===== config.mk =====
export PLATFORM = sky130hd
export DESIGN_NAME = alu_cmd_issuer
export DESIGN_NICKNAME = d
export VERILOG_FILES = /design/src/rtl/alu_cmd_issuer.sv
export SDC_FILE = /design/constraint.sdc
export NUM_CORES = 1
export LEC_CHECK = 0
export ABC_AREA = 1
export BUFFER_PORTS_ARGS = -buffer_cell sky130_fd_sc_hd__buf_4
export CAP_MARGIN = 25
export CORE_MARGIN = 2
export CORE_UTILIZATION = 50
export CTS_BUF_LIST = sky130_fd_sc_hd__clkbuf_8
export DETAILED_ROUTE_END_ITERATION = 7
export PLACE_DENSITY = 0.81
export SETUP_SLACK_MARGIN = 0.1
export SLEW_MARGIN = 10
export SYNTH_ARGS = -nofsm -noshare
export SYNTH_HDL_FRONTEND = slang
export SYNTH_SLANG_ARGS = --single-unit
export TNS_END_PERCENT = 5

===== constraint.sdc =====
create_clock -name clk -period 1.9 [get_ports clk]
set_input_delay 0.19 -clock clk [delete_from_list [all_inputs] [get_ports clk]]
set_output_delay 0.19 -clock clk [all_outputs]
set_load 0.02 [all_outputs]

===== src/rtl/alu_cmd_issuer.sv =====
// Queues ALU commands in a DEPTH-entry FIFO and issues them one at a time to an
// external combinational ALU; optional result model enabled by ALU_CMD_ISSUER_SELFCHECK_EN.
module alu_cmd_issuer #(
    parameter int DEPTH = 4
) (
    input  logic       clk,
    input  logic       rst,
    input  logic       cmd_valid,
    output logic       cmd_ready,
    input  logic [2:0] cmd_op,
    input  logic [3:0] cmd_a,
    input  logic [3:0] cmd_b,
    output logic [2:0] alu_op,
    output logic [3:0] alu_a,
    output logic [3:0] alu_b,
    input  logic [3:0] alu_result,
    output logic       rsp_valid,
    input  logic       rsp_ready,
    output logic [3:0] rsp_result,
    output logic [2:0] rsp_op,
    output logic       busy,
    output logic       chk_err
);
    localparam int AW = $clog2(DEPTH);
    localparam int CW = AW + 1;

    typedef enum logic [1:0] {IDLE, ISSUE, RESP} state_t;

    logic [10:0]   mem [DEPTH];
    logic [AW-1:0] wr_ptr_reg;
    logic [AW-1:0] rd_ptr_reg;
    logic [CW-1:0] count_reg;
    state_t        state_reg;

    logic        full;
    logic        empty;
    logic        push;
    logic        pop;
    logic [10:0] head;

    assign full      = (count_reg == CW'(DEPTH));
    assign empty     = (count_reg == '0);
    assign cmd_ready = !full && !rst;
    assign push      = cmd_valid && cmd_ready;
    // Pop decisions use the pre-edge count, so a same-edge push is never popped.
    assign pop       = !empty && ((state_reg == IDLE) || (state_reg == RESP && rsp_ready));
    assign head      = mem[rd_ptr_reg];
    assign busy      = !empty || (state_reg != IDLE);

    always_ff @(posedge clk) begin
        if (push) begin
            mem[wr_ptr_reg] <= {cmd_op, cmd_a, cmd_b};
        end
    end

    always_ff @(posedge clk) begin
        if (rst) begin
            wr_ptr_reg <= '0;
            rd_ptr_reg <= '0;
            count_reg  <= '0;
            state_reg  <= IDLE;
            alu_op     <= '0;
            alu_a      <= '0;
            alu_b      <= '0;
            rsp_valid  <= 1'b0;
            rsp_result <= '0;
            rsp_op     <= '0;
        end else begin
            if (push) begin
                wr_ptr_reg <= wr_ptr_reg + AW'(1);
            end
            if (pop) begin
                rd_ptr_reg <= rd_ptr_reg + AW'(1);
            end
            case ({push, pop})
                2'b10:   count_reg <= count_reg + CW'(1);
                2'b01:   count_reg <= count_reg - CW'(1);
                default: count_reg <= count_reg;
            endcase

            case (state_reg)
                IDLE: begin
                    if (!empty) begin
                        {alu_op, alu_a, alu_b} <= head;
                        state_reg              <= ISSUE;
                    end
                end
                ISSUE: begin
                    rsp_result <= alu_result;
                    rsp_op     <= alu_op;
                    rsp_valid  <= 1'b1;
                    state_reg  <= RESP;
                end
                RESP: begin
                    // alu_* and rsp_* are held untouched until the consumer takes the response.
                    if (rsp_ready) begin
                        rsp_valid <= 1'b0;
                        if (!empty) begin
                            {alu_op, alu_a, alu_b} <= head;
                            state_reg              <= ISSUE;
                        end else begin
                            state_reg <= IDLE;
                        end
                    end
                end
                default: state_reg <= IDLE;
            endcase
        end
    end

`ifdef ALU_CMD_ISSUER_SELFCHECK_EN
    logic [3:0] model_result;
    logic       chk_err_reg;

    always_comb begin
        model_result = 4'h0;
        case (alu_op)
            3'b000:  model_result = alu_a + alu_b;
            3'b001:  model_result = alu_a - alu_b;
            3'b010:  model_result = alu_a & alu_b;
            3'b011:  model_result = alu_a | alu_b;
            3'b100:  model_result = alu_a ^ alu_b;
            3'b101:  model_result = ~alu_a;
            3'b110:  model_result = ~(alu_a & alu_b);
            default: model_result = ~(alu_a | alu_b);
        endcase
    end

    always_ff @(posedge clk) begin
        if (rst) begin
            chk_err_reg <= 1'b0;
        end else if (state_reg == ISSUE && alu_result != model_result) begin
            chk_err_reg <= 1'b1;
        end
    end

    assign chk_err = chk_err_reg;
`else
    assign chk_err = 1'b0;
`endif

endmodule


==> results.md, run 1 <==
- Initial antenna violation count: 0
- Final setup fails: 0
- Share of post-route cells with drive strength above 1: 0.1966
- Number of global-route vias before repair: between 2,000 and 2,500
- Die Footprint: between 7000 and 8000 um2
- Pre-CTS setup slack: roughly 120 ps
- Synth Register Bits: between 70 and 80
- Worst R2R Start: count_reg[1]$_SDFFE_PP0P_
- Total track usage: 0.1802
- Core area: approximately 6200 um2
- Commonest cells after routing, fill and taps aside: nand2_1 (90), inv_1 (74), buf_4 (52)
- Largest register FFs: 44
- Worst setup slack after layout: approximately 210 ps
- Slew Limit Fails: 0
- Crit. End Element: register
- Largest area contributor in the netlist: edfxtp_1
- Drt first-iter violations: roughly 110
- Die Span Y: 83.76 um
- Fmax achieved: 592.9 MHz
- Area of the multi-input gates: between 900 and 1000 um2
- Largest net degree at the start of global routing: 25
- DR pass1 iterations: 5
- Leak pwr: roughly 1.8 nW
- GR Overflow Total: 0
- Worst-Skew Late Latency: between 300 and 400 ps
- Status: complete, no violations
- WP data required: ~2200 ps
- # diodes: 0
- Sw Pwr: between 0.002 and 0.0025 W
- Synth cell types: 23
- First-pass GRT wire length: 9798 um
- H-tree Lvls: 3
- Logic pwr share: 0.414
- Non-filler instance count after layout: approximately 490
- Clk sinks: 74
- Vias per cell: about 4.8
- Reg area: between 1500 and 2000 um2
- R2R Setup Slk: around 210 ps
- Clk pwr share: 0.179
- Fin. Hold Viols: 0
- Sw frac: 0.3899
- Total CTS buffers: 9
- PwrDens: 1447 nW/um2
- Crit path arrival time: between 1500 and 2000 ps
- Clock root buffer: clkbuf_8
- DR DRC count: 0
- Yosys synthesis warning count: 0
- Ranking of synthesized cells by area: edfxtp_1 (42%), dfxtp_1 (19%), nand2_1 (11%)
- Clock transition at path regs: approximately 80 ps
- Core Rows: 29
- Critical path type: register to register
- Fin nets: roughly 430
- Post-layout min period: 1687 ps
- Mapped Cells: between 300 and 400
- Most common cell after layout, fill and taps aside: nand2_1
- Worst VDD drop: about 0.99 mV
- Top FF cell, synth: edfxtp_1
- Routed Antenna Nets: 0
- Maximum fanout along the worst path: 4
- Maxcap violations: 0
- Area grow syn2layout: 18.96%
- Via total after detailed routing: roughly 2,300
- RSZ-0062 raised after global routing: no
- WL per Instance: roughly 12 um
- Clock Tree Buf Depth: 2
- Startpoint types: register
- Post-synth EDFFs: 44
- Final period util: 0.8877
- TritonCTS clock tree: yes
- Synthesized area: roughly 3200 um2
- Int Power: between 0.003 and 0.004 W
- Initial core utilization: 0.5096
- Worst reg2reg path endpoint: count_reg[2]$_SDFFE_PP0P_
- Synth top area share: 0.4154
- IO Port Bufs: 39
- Seq/Total Area, Yosys: 0.6042
- Synth async-reset ratio: 0
- Dpl cells: approximately 470
- Sequential group share of total power: 0.407
- Hold path cells: 1
- Net count after synthesis: around 380
- Gpl congestion: roughly 0.8
- Die W: about 84 um
- Worst clock skew: between 8 and 9 ps
- Largest Register: mem
- Hpwl dp: roughly 4000 um
- WHS Endpoint: mem[2][4]$_DFFE_PP_
- Syn avg cell area: about 9 um2
- Fill cells: 536
- Post-Route WL: 6091 um
- Type of the tightest min-delay check: input port to register
- Io pins: slightly above 40
- Sum of negative setup slack: 0 ps
- Hold_sp: cmd_a[0]
- FF-to-FF path depth: 11
## power by group through the flow
stage	clock network, W	logic [W]	registers (W)
final	0.000980	0.00226	0.00223
after global routing	0.00108	0.00253	0.00228
after CTS	0.00101	0.00215	0.00221
after detailed placement	0	0.00214	0.00224
after global placement	0	0.00207	0.00223
after floorplan	0	0.00134	0.00242
## stage by stage
stage	hold slack [ps]	total power, W	instance area [um2]	util
6_report	47.88	0.005474	3784	0.6063
3_3_place_gp	390.1	0.004303	3552	0.5692
5_1_grt	25.81	0.005884	3784	0.6063
3_5_place_dp	393.8	0.004384	3552	0.5692
4_1_cts	34.19	0.005369	3706	0.5938
2_1_floorplan	259.1	0.003761	3181	-
## repair_timing
action,in CTS,in global routing
setup buffers,0,4
endpoints found under the setup margin,0,1
hold buffers,0,0
resized for setup,0,15
## cells in the mapped netlist, types with 2 or more instances
cell and count:
nand2_1 90, inv_1 74, edfxtp_1 44, nor2_1 42, dfxtp_1 30, nand3_1 30, o21ai_0 9, a21oi_1 8
buf_2 6, ha_1 5, inv_2 3, buf_4 2, buf_6 2, nand3_2 2
## worst max-delay path, stage by stage (launching register included)
cell	delay (ps)
dfxtp_2	330
inv_2	120
nand3_4	110
nand3_4	110
ha_2	190
inv_2	50
fa_2	360
nand2_1	90
nand3_2	80
nand2_1	60
nand2_1	50
nor2_1	80
## metal layers
metal  up-vias  GRT usage  share of wire
met5         -          0              0
met4         0    0.06891          0.014
met3         8    0.06429          0.065
met2        66     0.3040           0.51
met1      1077     0.2109           0.41
li1       1191          -              -
## cell families after synthesis
| kind of cell | share of synthesized area |
|---|---|
| AND/OR/NAND/NOR | 0.2172 |
| buffers and inverters | 0.1176 |
| flip-flops | 0.6043 |
| AO/OA/AOI/OAI | 0.03383 |
| adder cells (fa/ha/maj) | 0.02596 |
| other | 0.001179 |
## worst max path at each step
stage                         startpoint                        end  slack [ps]  cells past startpoint
2_1_floorplan  state_reg[1]$_SDFFE_PP0P_  count_reg[2]$_SDFFE_PP0P_         230                     12
5_1_grt        count_reg[1]$_SDFFE_PP0P_  count_reg[2]$_SDFFE_PP0P_         110                     12
3_5_place_dp   count_reg[0]$_SDFFE_PP0P_  count_reg[2]$_SDFFE_PP0P_         120                     12
4_1_cts        count_reg[0]$_SDFFE_PP0P_  count_reg[2]$_SDFFE_PP0P_         110                     12
6_report       count_reg[1]$_SDFFE_PP0P_  count_reg[2]$_SDFFE_PP0P_         210                     11
3_3_place_gp   count_reg[0]$_SDFFE_PP0P_  count_reg[2]$_SDFFE_PP0P_         220                     12
## area by class of cell
| class | count | area share |
|---|---|---|
| multi-input cells | 193 | 0.2437 |
| repair buffers | 52 | 0.1032 |
| inverters | 77 | 0.07705 |
| flip-flops and latches | 74 | 0.5099 |
| clock buffers | 9 | 0.03274 |
| well taps | 77 | 0.02546 |
| clock inverters | 7 | 0.007937 |
Note: power is estimated with default switching activity, not from simulation.
==> run 2: changes to the inputs <==
--- a/config.mk
+++ b/config.mk
@@ -8,6 +8,7 @@
 export ABC_AREA = 1
 export BUFFER_PORTS_ARGS = -buffer_cell sky130_fd_sc_hd__buf_4
 export CAP_MARGIN = 25
+export CORE_ASPECT_RATIO = 0.5
 export CORE_MARGIN = 2
 export CORE_UTILIZATION = 50
 export CTS_BUF_LIST = sky130_fd_sc_hd__clkbuf_8
==> results.md, run 2 (synthesis results as in run 1) <==
- Die W: between 100 and 150 um
- Fmax achieved: 585.6 MHz
- Core area: around 6100 um2
- Fin. Hold Viols: 0
- Via total after detailed routing: ~2,300
- TritonCTS clock tree: yes
- Fin nets: around 430
- Drt first-iter violations: roughly 160
- IO Port Bufs: 39
- Most common cell after layout, fill and taps aside: nand2_1
- DR pass1 iterations: 4
- Clock transition at path regs: about 80 ps
- RSZ-0062 raised after global routing: no
- Maximum fanout along the worst path: 5
- Critical path type: register to register
- Startpoint types: register
- PwrDens: approximately 1500 nW/um2
- GR Overflow Total: 0
- Cell area after layout: about 3800 um2
- Worst VDD drop: between 0.5 and 0.6 mV
- Sum of negative setup slack: 0 ps
- Number of global-route vias before repair: between 2,000 and 2,500
- Vias per cell: about 4.5
- Worst-Skew Late Latency: between 300 and 400 ps
- Crit. End Element: register
- Total track usage: 0.1833
- Crit path arrival time: just under 2000 ps
- Leak pwr: approximately 1.8 nW
- Die Span Y: 60.40 um
- Post-Route WL: 5885 um
- Gpl congestion: approximately 0.75
- Io pins: 41
- FF-to-FF path depth: 12
- First-pass GRT wire length: approximately 9400 um
- Routed Antenna Nets: 0
- Maxcap violations: 0
- Core Rows: 20
- Clock root buffer: clkbuf_8
- Final period util: 0.8988
- Worst clock skew: about 13 ps
- Final setup fails: 0
- # diodes: 0
- Post-layout min period: between 1500 and 2000 ps
- Initial antenna violation count: 0
- Largest Register: mem
- Area grow syn2layout: 21.01%
- Placed Instance Area: 3566 um2
- Status: complete, no violations
- WL per Instance: 11.77 um
- Share of post-route cells with drive strength above 1: 0.2015
- H-tree Lvls: 3
- WP data required: between 2000 and 2500 ps
- Total CTS buffers: 9
- Hold path cells: 1
- Largest register FFs: 44
- Die Footprint: 7054 um2
- Commonest cells after routing, fill and taps aside: nand2_1 (90), inv_1 (72), buf_4 (52)
- Initial core utilization: 0.5209
- Clk sinks: 74
- Hpwl dp: roughly 3700 um
- Clock Tree Buf Depth: 2
- Largest net degree at the start of global routing: 25
- Type of the tightest min-delay check: input port to register
- DR DRC count: 0
- Slew Limit Fails: 0
-- run 2: cell count changes in the layout (fill, tap and decap cells not counted), moves of 2 or more --
cell	delta
clkinv_1	-2
clkinv_2	-3
inv_1	-2
inv_6	+3
dfxtp_2	-2
clkinvlp_4	+2
-- run 2: path summary, 6_finish.rpt --
kind | end | slack [ps] | start
min reg2reg | rsp_op[2]$_SDFFE_PP0P_ | 470 | alu_op[2]$_SDFFE_PP0P_
min | mem[1][7]$_DFFE_PP_ | 30 | cmd_a[3]
max | count_reg[2]$_SDFFE_PP0P_ | 190 | count_reg[0]$_SDFFE_PP0P_
max reg2reg | count_reg[2]$_SDFFE_PP0P_ | 190 | count_reg[0]$_SDFFE_PP0P_
-- run 2: stage by stage --
stage          hold WS [ps]  setup WS [ps]    util  instances  total power [W]
2_1_floorplan         259.1          234.0       -        356         0.003761
3_3_place_gp          390.8          222.6  0.5840        480         0.004316
3_5_place_dp          392.1          161.5  0.5840        480         0.004380
4_1_cts               12.71          105.8  0.6182        496         0.005658
5_1_grt               3.468          81.90  0.6303        500         0.006196
6_report              25.89          192.2  0.6303        500         0.005750
-- run 2: cell type report --
class	count	area, um2
Clock inverter	6	71.32
Timing Repair Buffer	52	390.4
Sequential cell	74	1931
Clock buffer	10	137.6
Multi-Input combinational cell	193	917.1
Fill cell	498	2257
Inverter	77	291.5
Tap cell	88	110.1
-- run 2: layer usage --
layer  GRT usage  part of all wire  vias up
met5           0                 0        -
met2      0.3220              0.49       51
met3     0.08292             0.069        9
li1            -                 -     1193
met1      0.2034              0.43     1015
met4     0.06387             0.014        0
-- run 2: power by group --
group,total (W),switching (W),internal (W)
Combinational,0.00228,0.00141,0.000869
Clock,0.00126,0.000600,0.000655
Sequential,0.00221,0.000194,0.00202
-- run 2: critical path, cell delays in order (launching register included) --
cell and delay [ps]:
dfxtp_1 310, inv_2 120, nand3_4 100, nand3_4 100
ha_2 180, inv_1 70, fa_2 350, inv_1 70
nand2_1 50, nand3_1 80, nand2_1 60, nand2_1 70
nor2_1 40
-- run 2: repair_timing --
action,4_1_cts,5_1_grt
setup buffers,0,4
endpoints found under the setup margin,0,1
gates resized for setup,0,14
hold buffers,0,0
